File: src/rtl/dram_loader.sv
// Diagnostic DRAM loader: streams write-range or verify-range commands into the
// 512-word IR dispatch RAM, inserting odd parity on writes and checking it on reads.
module dram_loader #(
    parameter int  DRAM_SIZE  = 512,
    parameter int  DRAM_WIDTH = 15,
    localparam int AW         = $clog2(DRAM_SIZE),
    localparam int CW         = $clog2(DRAM_SIZE + 1)
) (
    input  logic                  clk,
    input  logic                  rst_n,
    input  logic                  start,
    input  logic                  mode,
    input  logic [AW-1:0]         baseAddr,
    input  logic [CW-1:0]         count,
    input  logic                  abort,
    input  logic [DRAM_WIDTH-1:0] wdata,
    input  logic                  wvalid,
    output logic                  wready,
    output logic [AW-1:0]         dramAddr,
    output logic [DRAM_WIDTH-1:0] dramDin,
    output logic                  dramWe,
    input  logic [DRAM_WIDTH-1:0] dramDout,
    output logic                  dramOwn,
    output logic                  busy,
    output logic                  done,
    output logic                  error,
    output logic                  parErr,
    output logic [AW-1:0]         errAddr
);
    // Word bits are numbered [0:14] from the MSB, so PAR (bit 6) sits at vector index 8.
    localparam int PAR_BIT = DRAM_WIDTH - 7;

    typedef enum logic [2:0] {
        S_IDLE,
        S_WAITD,
        S_WRITE,
        S_READ,
        S_CMP,
        S_DONE
    } state_t;

    state_t                r_state;
    state_t                w_state_next;
    logic                  r_mode;
    logic [AW-1:0]         r_addr;
    logic [CW-1:0]         r_remain;
    logic [DRAM_WIDTH-1:0] r_word;
    logic                  r_error;
    logic                  r_par_err;
    logic [AW-1:0]         r_err_addr;

    logic                  w_start;
    logic                  w_capture;
    logic                  w_advance;
    logic                  w_par_fail;
    logic                  w_mismatch;
    logic                  w_fail;
    logic                  w_last;
    logic                  w_busy;
    logic [AW-1:0]         w_addr_inc;

    function automatic logic [DRAM_WIDTH-1:0] f_add_parity(input logic [DRAM_WIDTH-1:0] i_word);
        logic [DRAM_WIDTH-1:0] v_word;
        v_word          = i_word;
        v_word[PAR_BIT] = 1'b0;
        v_word[PAR_BIT] = ~^v_word;
        return v_word;
    endfunction

    assign w_start    = (r_state == S_IDLE) & start;
    assign w_capture  = (r_state == S_WAITD) & wvalid & ~abort;
    assign w_par_fail = ~^dramDout;
    assign w_mismatch = (dramDout != r_word);
    assign w_fail     = w_par_fail | w_mismatch;
    assign w_last     = (r_remain == CW'(1));
    assign w_advance  = ~abort & ((r_state == S_WRITE) | ((r_state == S_CMP) & ~w_fail));
    assign w_addr_inc = (r_addr == AW'(DRAM_SIZE - 1)) ? '0 : r_addr + 1'b1;

    always_ff @(posedge clk or negedge rst_n) begin
        if (!rst_n) begin
            r_state <= S_IDLE;
        end else begin
            r_state <= w_state_next;
        end
    end

    always_comb begin
        w_state_next = r_state;
        case (r_state)
            S_IDLE: begin
                if (start) begin
                    w_state_next = (count == '0) ? S_DONE : S_WAITD;
                end
            end
            S_WAITD: begin
                if (abort) begin
                    w_state_next = S_IDLE;
                end else if (wvalid) begin
                    w_state_next = r_mode ? S_READ : S_WRITE;
                end
            end
            S_WRITE: begin
                if (abort) begin
                    w_state_next = S_IDLE;
                end else begin
                    w_state_next = w_last ? S_DONE : S_WAITD;
                end
            end
            S_READ: begin
                w_state_next = abort ? S_IDLE : S_CMP;
            end
            S_CMP: begin
                if (abort) begin
                    w_state_next = S_IDLE;
                end else if (w_fail || w_last) begin
                    w_state_next = S_DONE;
                end else begin
                    w_state_next = S_WAITD;
                end
            end
            S_DONE: begin
                w_state_next = S_IDLE;
            end
            default: begin
                w_state_next = S_IDLE;
            end
        endcase
    end

    always_ff @(posedge clk or negedge rst_n) begin
        if (!rst_n) begin
            r_mode     <= 1'b0;
            r_addr     <= '0;
            r_remain   <= '0;
            r_word     <= '0;
            r_error    <= 1'b0;
            r_par_err  <= 1'b0;
            r_err_addr <= '0;
        end else begin
            if (w_start) begin
                r_error    <= 1'b0;
                r_par_err  <= 1'b0;
                r_err_addr <= '0;
                if (count != '0) begin
                    r_mode   <= mode;
                    r_addr   <= baseAddr;
                    r_remain <= count;
                end
            end
            if (w_capture) begin
                r_word <= f_add_parity(wdata);
            end
            if (w_advance) begin
                r_addr   <= w_addr_inc;
                r_remain <= r_remain - 1'b1;
            end
            // Parity is reported in preference to a data mismatch on the same word.
            if ((r_state == S_CMP) && !abort && w_fail) begin
                r_error    <= 1'b1;
                r_par_err  <= w_par_fail;
                r_err_addr <= r_addr;
            end
        end
    end

    assign w_busy   = (r_state != S_IDLE) && (r_state != S_DONE);
    assign busy     = w_busy;
    assign dramOwn  = w_busy;
    assign wready   = (r_state == S_WAITD);
    assign dramWe   = (r_state == S_WRITE);
    assign done     = (r_state == S_DONE);
    assign dramAddr = r_addr;
    assign dramDin  = r_word;
    assign error    = r_error;
    assign parErr   = r_par_err;
    assign errAddr  = r_err_addr;

endmodule

File: config.mk
export PLATFORM = sky130hd
export DESIGN_NAME = dram_loader
export DESIGN_NICKNAME = d
export VERILOG_FILES = /design/src/rtl/dram_loader.sv
export SDC_FILE = /design/constraint.sdc
export NUM_CORES = 1
export LEC_CHECK = 0
export CORE_MARGIN = 10
export CORE_UTILIZATION = 41
export DETAILED_ROUTE_END_ITERATION = 8
export PLACE_DENSITY_LB_ADDON = 0.05
export SYNTH_ARGS = -nofsm -noshare
export SYNTH_HDL_FRONTEND = slang
export SYNTH_SLANG_ARGS = --single-unit
File: constraint.sdc
create_clock -name clk -period 2.6 [get_ports clk]
set_input_delay 0.39 -clock clk [delete_from_list [all_inputs] [get_ports clk]]
set_output_delay 0.39 -clock clk [all_outputs]
set_load 0.005 [all_outputs]
==> out/results.ini <==
[finish]
layout_common_cells=84 x nand2_1, 83 x clkdlybuf4s50_1, 49 x dfrtp_1
antennaDiodeCount=0
nNetsFinal=497
area_delta_synth_final_pct=46.1
final_common_cell=nand2_1
stdcell_count=535
final_area_um2=4260
drive_gt1_share_pct=11.2

[route]
ant_nets=0
drt_iter0_drc=104
vias=2724
drt-pass1-iter-count=4
viasPerCell=5.09
wl_per_cell_um=15.9
drc=0
wirelength_mm=8.52

[critical_path]
critPathKind=input pin to register
worstPathMaxFanout=5
crit_chain=buf_4 -> xnor3_1 -> xnor3_1 -> xnor3_1 -> nor4_4 -> nor2_4 -> o311ai_0 -> o211ai_1
cp_common_cell=xnor3_1
worstSetupStartpointType=input pin
cp_data_arrival_time_ps=2710
cp_slowest_cell=xnor3_1
crit_family=XOR/XNOR gates
critical_path_depth=8
end_kind=register
path_buf_inv=1
critical_path.max_stage_delay_ps=450
worstPathRequired_ps=2780
rr_worst_depth=8

[floorplanning]
fp.dieH_um=104
die_area_um2=10900
ioPinCount=95
start_util_pct=42.4
die_x_um=104
coreArea_um2=6870
fp-row-count=30

[logic_synthesis]
ys.warnings.count=0
synth_edf_count=0
synthCells=328
syn_avg_cell_area_um2=8.88
syn-num-nets=387
synth_area_um2=2910
ys_types=49
async_reset_ff_share_pct=100
yosysSeqAreaShare_pct=42.1
synth_ff_type=dfrtp_1
ys_ff_latch=49

[placed_design]
dpl-instance-area_um2=4080
numPortBuffers=93
placed_cells=525
gp_congestion=0.829
hpwl_mm=6.63

[power]
power_density_nw_per_um2=825
leakagePower_nw=1.87
p_sw_w=0.00135
p_int_w=0.00216
power_frac_comb_pct=46.2
ir_drop_mv=0.377
seqPwrFrac_pct=39.9
swShare_pct=38.4
clkPwrFrac_pct=13.8

[global_routing]
grt_pass1_vias=2713
antenna_found_initial=0
grt_pass1_wl_mm=13.9
track_usage_pct=15.3
met2_usage_pct=24.2
grt_overflow=0
use_met3_pct=4.15
top_usage_layer=met2
use_met1_pct=20.3
grt_max_degree=28

[timing]
skew_ps=20.5
slew_violations=0
period_minus_slack_ps=2530
finalCritPeriodShare_pct=97.2
setup_viol=0
fmax_mhz=396
hold_viol=0
hold_ws_ps=74.4
worst_slew_pin_slew_ps=840
maxSlewHeadroom_pct=43.5

[flow_run]
max_cap_viol_count=0

[cts]
worstSkewPairLatency_ps=320
clock_sinks=49
hold_buffers=0
clk_path_buf_depth=2
cts_buffers=5
htree_levels=2
clk_pin_slew_ps=110
cts_tree=built
root_buffer=clkbuf_8

[outcome]
outcome=finished clean

[worst_hold_path]
hp-class=input pin to asynchronous set/reset pin

==> routing by layer <==
layer	routed length (um)	up-vias	part of all wire [%]
met2	3970	74	47
met5	0	-	0
li1	-	1360	-
met4	68	0	0.80
met3	452	5	5.3
met1	4030	1285	47
==> synth_stat cells, drive strengths merged (4+ instances only) <==
cell,count,area share (%)
nand2,85,11
dfrtp,49,42
xnor2,25,7.5
o21ai,18,3.1
nor2,14,2.1
xor2,13,3.9
inv,10,1.3
nor4,10,2.9
a21oi,9,1.5
clkbuf,8,1.0
a221o,7,2.4
nand3,7,1.4
buf,6,1.5
nor3,6,1.0
o22ai,5,1.1
o311ai,5,1.5
or3,5,1.1
and2,4,0.86
ha,4,1.7
==> cells by family after synthesis <==
group           count (synthesis)  share of synthesized area (%)
simple gates                  150                           24.7
compound gates                 59                           13.6
flops                          49                           42.1
xor+xnor                       41                           13.7
buf+inv                        24                           3.78
fa+ha+maj                       4                           1.72
mux                             1                          0.344
==> power by group through the flow <==
stage	Combinational, W	Sequential [W]	Clock (W)
global placement	0.00157	0.00140	0
floorplan	0.000845	0.00133	0
global route	0.00180	0.00145	0.000522
detailed placement	0.00161	0.00140	0
finish	0.00162	0.00140	0.000486
CTS	0.00162	0.00139	0.000495
==> what timing repair did <==
action                     in CTS  in global routing
pin swaps                       0                 11
resized for setup               2                 20
buffers inserted                0                  2
setup endpoints to repair       3                 14
==> final cells by class <==
type                            instances  area, um2
Clock buffer                            5       68.8
Clock inverter                          3       25.0
Fill cell                             619       2610
Inverter                               10       37.5
Multi-Input combinational cell        255       1630
Sequential cell                        49       1230
Tap cell                               96        120
Timing Repair Buffer                  117       1150
==> final timing paths <==
kind                               from     endpoint  slack [ps]
max                        dramDout[13]  r_remain[7]          70
min                               rst_n   errAddr[1]          70
max reg2reg                 dramDin[13]  r_remain[7]         330
min reg2reg                       error        error         480
max in group asynchronous         rst_n  r_remain[9]        1900
min in group clk                  error        error         480
==> through the flow <==
| step | setup slack, ps | total power [W] | util (%) | setup TNS [ps] |
|---|---|---|---|---|
| floorplan | 373 | 0.00218 | - | 0 |
| global placement | -273 | 0.00297 | 59.4 | -3890 |
| detailed placement | -373 | 0.00301 | 59.4 | -6060 |
| CTS | 12.8 | 0.00351 | 60.8 | 0 |
| global route | -58.8 | 0.00377 | 62.0 | -239 |
| finish | 73.6 | 0.00351 | 62.0 | 0 |
==> registers in the layout, summed over array words and instances, names as in the netlist <==
register / flops
errAddr: 9
r_state: 3
parErr: 1
dramAddr: 9
r_mode: 1
error: 1
dramDin: 15
r_remain: 10
Note: power is estimated with default switching activity, not from simulation.
